File: config.mk
export PLATFORM = sky130hd
export DESIGN_NAME = mem_word_master
export DESIGN_NICKNAME = d
export VERILOG_FILES = /design/src/rtl/mem_word_master.sv
export SDC_FILE = /design/constraint.sdc
export NUM_CORES = 1
export LEC_CHECK = 0
export CAP_MARGIN = 0
export CELL_PAD_IN_SITES_DETAIL_PLACEMENT = 2
export CELL_PAD_IN_SITES_GLOBAL_PLACEMENT = 2
export CORE_AREA = 2 2 138 140
export CTS_CLUSTER_DIAMETER = 40
export CTS_CLUSTER_SIZE = 28
export DETAILED_ROUTE_END_ITERATION = 10
export DIE_AREA = 0 0 140 142
export PLACE_DENSITY = 0.68
export SYNTH_ARGS = -nofsm -noshare
export SYNTH_HDL_FRONTEND = slang
export SYNTH_SLANG_ARGS = --single-unit
File: constraint.sdc
create_clock -name clk -period 2.7 [get_ports clk]
set_clock_uncertainty 0.15 [all_clocks]
set_input_delay 0.27 -clock clk [delete_from_list [all_inputs] [get_ports clk]]
set_output_delay 0.27 -clock clk [all_outputs]
set_load 0.05 [all_outputs]
File: src/rtl/mem_word_master.sv
// mem_word_master: turns 32-bit word requests into four sequenced byte accesses on a byte-wide memory port
// and latches the memory's end-of-program flag as a sticky halt.
module mem_word_master #(
  parameter int WIDTH = 8
) (
  input  logic             clk,
  input  logic             reset_n,
  input  logic             req,
  input  logic             we,
  input  logic [WIDTH-1:0] addr,
  input  logic [31:0]      wdata,
  output logic             ready,
  output logic             done,
  output logic [31:0]      rdata,
  output logic             halt,
  output logic             memread,
  output logic             memwrite,
  output logic [WIDTH-1:0] mar,
  output logic [7:0]       writedata,
  input  logic [7:0]       memdata,
  input  logic             kraj
);
  typedef enum logic [1:0] {IDLE, RD, RDLAST, WR} state_t;
  state_t           state_q;
  logic [1:0]       k_q;
  logic [WIDTH-3:0] base_q;
  logic [31:0]      wdata_q, rdata_q;
  logic [WIDTH-1:0] mar_q;
  logic [7:0]       writedata_q;
  logic             done_q, halt_q, ready_q, memread_q, memwrite_q;
  logic             halt_d;
  logic             unused_addr_lsbs;
  assign unused_addr_lsbs = ^addr[1:0];
  assign halt_d = halt_q | kraj;
  // Read bytes arrive two edges after their address is driven, so byte k-2 lands as k advances.
  always_ff @(posedge clk or negedge reset_n) begin
    if (!reset_n) begin
      state_q     <= IDLE;
      k_q         <= 2'd0;
      base_q      <= '0;
      wdata_q     <= '0;
      rdata_q     <= '0;
      mar_q       <= '0;
      writedata_q <= '0;
      done_q      <= 1'b0;
      halt_q      <= 1'b0;
      ready_q     <= 1'b0;
      memread_q   <= 1'b0;
      memwrite_q  <= 1'b0;
    end else begin
      halt_q  <= halt_d;
      done_q  <= 1'b0;
      ready_q <= 1'b0;
      case (state_q)
        IDLE: begin
          if (req && ready_q) begin
            base_q <= addr[WIDTH-1:2];
            k_q    <= 2'd1;
            mar_q  <= {addr[WIDTH-1:2], 2'b00};
            if (we) begin
              state_q     <= WR;
              memwrite_q  <= 1'b1;
              wdata_q     <= wdata;
              writedata_q <= wdata[7:0];
            end else begin
              state_q   <= RD;
              memread_q <= 1'b1;
            end
          end else ready_q <= !halt_d;
        end
        RD: begin
          if (k_q != 2'd1) rdata_q[{k_q - 2'd2, 3'd0} +: 8] <= memdata;
          k_q <= k_q + 2'd1;
          if (k_q == 2'd0) begin
            memread_q <= 1'b0;
            state_q   <= RDLAST;
          end else mar_q <= {base_q, k_q};
        end
        RDLAST: begin
          rdata_q[31:24] <= memdata;
          done_q         <= 1'b1;
          state_q        <= IDLE;
          ready_q        <= !halt_d;
        end
        WR: begin
          k_q <= k_q + 2'd1;
          if (k_q == 2'd0) begin
            memwrite_q <= 1'b0;
            done_q     <= 1'b1;
            state_q    <= IDLE;
            ready_q    <= !halt_d;
          end else begin
            mar_q       <= {base_q, k_q};
            writedata_q <= wdata_q[{k_q, 3'd0} +: 8];
          end
        end
      endcase
    end
  end
  assign ready     = ready_q;
  assign done      = done_q;
  assign rdata     = rdata_q;
  assign halt      = halt_q;
  assign memread   = memread_q;
  assign memwrite  = memwrite_q;
  assign mar       = mar_q;
  assign writedata = writedata_q;
endmodule
==> summary.md, run 1 <==
| Metric | Value |
|---|---|
| CTS Buf Count | 9 |
| Cell area power density | 940 nW/µm² |
| First-pass GRT wire length | 18,800 µm |
| Worst EP arrival | roughly 2.5 ns |
| Clock Tree Buf Depth | 2 |
| GR peak layer | met2 |
| Met2 Use GR | 21.5% |
| Drt wl/cell | 17.4 µm |
| Post-CTS Setup Bufs | 0 |
| Final setup fails | 0 |
| Worst-Skew Late Latency | 0.34 ns |
| Vias in the first global route | ~3.4k |
| Worst Path Required | 2.78 ns |
| Dominant cells by area after synthesis | dfrtp_1, mux2_2, nand2_1 |
| CTS tree | done |
| DPL Wire Length | 8510 µm |
| Clock transition at path regs | 0.07 ns |
| Final WL | 11,600 µm |
| Final Util | 31.2% |
| Drt via density | 4.40 |
| Final Max Tran Viols | 0 |
| CP delay by family, top | compound AO/OA/AOI/OAI gates |
| Remaining DRCs | 7 |
| Post-CTS resize count | 0 |
| Top-count cell post-synth | dfrtp_1 |
| Overflow after GRT | 0 |
| Outcome | finished with violations |
| EDFF count, synth | 0 |
| Synth Cell Area | 4150 µm² |
| Row count | 50 |
| CP cell instances | inv_1 -> ha_1 -> nor2b_1 -> a22o_1 -> mux2_2 |
| Final period demand of the worst path | ~2.4 ns |
| Area growth syn-to-layout | 38.6% |
| Placed Cells | between 600 and 700 |
| GP Congestion | 0.743 |
| Post-Syn Area per Cell | 13.1 µm² |
| VDD IR max | 0.309 mV |
| Highest net fanout along the worst path | 8 |
| Max Cap Viol | 0 |
| Root Buffer | clkbuf_16 |
| Port Buffers | 103 |
| DRT iter0 DRCs | 90 |
| Fillers | 1,946 |
| Slowest cell on the critical path | a22o_1 |
| Kind of critical path | reg -> reg |
| Yosys top cell by area | dfrtp_1 |
| Min-delay worst type | in -> async |
| Starting Density | 22.5% |
| Largest net degree at the start of global routing | 52 |
| Final Hold Fails | 0 |
| CP Launch Type | flop |
| Total number of vias | a little under 3k |
| Seq cells post-synth | between 90 and 100 |
| Synth top area share | 57.3% |
| Final net count | around 490 |
| I/O pins | 106 |
| Predominant post-synthesis flop cell | dfrtp_1 |
| Cts hold-fix bufs | 1 |
| Met1 Use GR | 15.1% |
| Core area | 18,500 µm² |
| Met3 Usage GRT | under 10% |
| Synth warnings | 0 |
| Layout cells sized above 1 | between 20 and 25% |
| Die X | 140 µm |
| Total iterations of the first detailed-routing run | 8 |
| RSZ-0062 raised after global routing | false |
| Crit end category | flop |
| Worst slew pin tran | 0.716 ns |
| Final period util | 88.8% |
| CTS H-tree lvls | 3 |
| Ys async rst share | 100% |
| N_diodes | 0 |
| Hold WS | between 0.3 and 0.4 ns |
| Final total power | 5.40 mW |
| Die area | 19,900 µm² |
| WP buf/inv | 1 |
| Die Ht | 142 µm |
| Slowest stage delay, CP | 0.52 ns |
| Post-synthesis cell count | 317 |
| Finished Layout Cells | around 670 |
| Total track usage | 12.3% |
| Setup TNS | 0 ns |
| Post-route ant nets | 0 |
| Clock sinks | 95 |
| Slew Limit Headroom | 52.3% |
| Max Clock Freq | approximately 420 MHz |
| Post-Syn Nets | 377 |
| Leakage power | between 2 and 3 nW |
| Seq/Total Area, Yosys | 57.3% |
| Initial antenna violation count | 0 |
| Post-synth top cells | dfrtp_1, mux2_2, nand2_1, o21ai_0, a22o_1 |
| Failing checks | DRC |
| Post-synth cell types | 34 |
[path summary, 6_finish.rpt]
kind                            cells past startpoint            startpoint                        to  slack, ns
max in group asynchronous                           3               reset_n  writedata[7]$_DFFE_PN0P_       1.32
worst max register to register                      5    k_q[0]$_DFFE_PN0P_  writedata[2]$_DFFE_PN0P_       0.30
worst min-delay path                                2               reset_n     rdata[22]$_DFFE_PN0P_       0.33
worst max-delay path                                5    k_q[0]$_DFFE_PN0P_  writedata[2]$_DFFE_PN0P_       0.30
min in group clk                                    2  rdata[4]$_DFFE_PN0P_      rdata[4]$_DFFE_PN0P_       0.34
worst min register to register                      2  rdata[4]$_DFFE_PN0P_      rdata[4]$_DFFE_PN0P_       0.34
[area by class of cell]
class                   instances  area (µm²)  share of cell area, %
clock buffers                  11         233                   4.05
clock inverters                 5        32.5                  0.566
inverters                       5        18.8                  0.326
multi-input cells             202        1680                   29.2
flip-flops and latches         95        2380                   41.3
well taps                     234         293                   5.09
repair buffers                113        1120                   19.5
[registers in the layout (all words and copies together), names as in the netlist]
signal     cells
rdata         32
wdata_q       32
mar            8
writedata      8
base_q         6
k_q            2
state_q        2
done           1
halt           1
memread        1
memwrite       1
ready          1
[layout by cell type (no fill, tap or decap), types with 4 or more instances in the layout]
master,synthesis,layout
a21oi_1,4,4
a22o_1,9,9
buf_4,0,9
clkbuf_16,0,9
clkdlybuf4s50_1,0,102
dfrtp_1,95,95
ha_1,7,7
inv_1,5,5
mux2_2,63,63
mux4_1,5,5
nand2_1,54,54
o21ai_0,28,28
[cells by family after synthesis]
kind of cell	count (synthesis)	share of synthesized area, %
muxes	75	23.2
buffers and inverters	20	2.44
DFF	95	57.3
and+or+nand+nor	74	8.26
AOI/OAI and AO/OA	46	6.67
adders and majority gates	7	2.11
[through the flow]
step	area, µm²	setup slack, ns
finish	5750	0.302
CTS	5750	0.244
floorplan	4150	0.484
global route	5750	0.129
global placement	5470	0.370
detailed placement	5470	0.275
[where the power goes]
part	switching [mW]	total (mW)	internal [mW]
Clock	0.542	1.17	0.625
Combinational	1.48	2.33	0.843
Sequential	0.192	1.91	1.72
[layer usage]
metal	vias to the layer above	wire length, µm
met1	1511	4860
met4	0	111
met3	6	630
met5	-	0
met2	70	5970
li1	1340	-
Note: power is estimated with default switching activity, not from simulation.
==> run 2: changes to the inputs <==
- CTS_CLUSTER_SIZE: 28 -> unset
- SLEW_MARGIN: unset -> 15
==> results of run 2 <==
Final layout, timing and power as in run 1 (identical DEF).
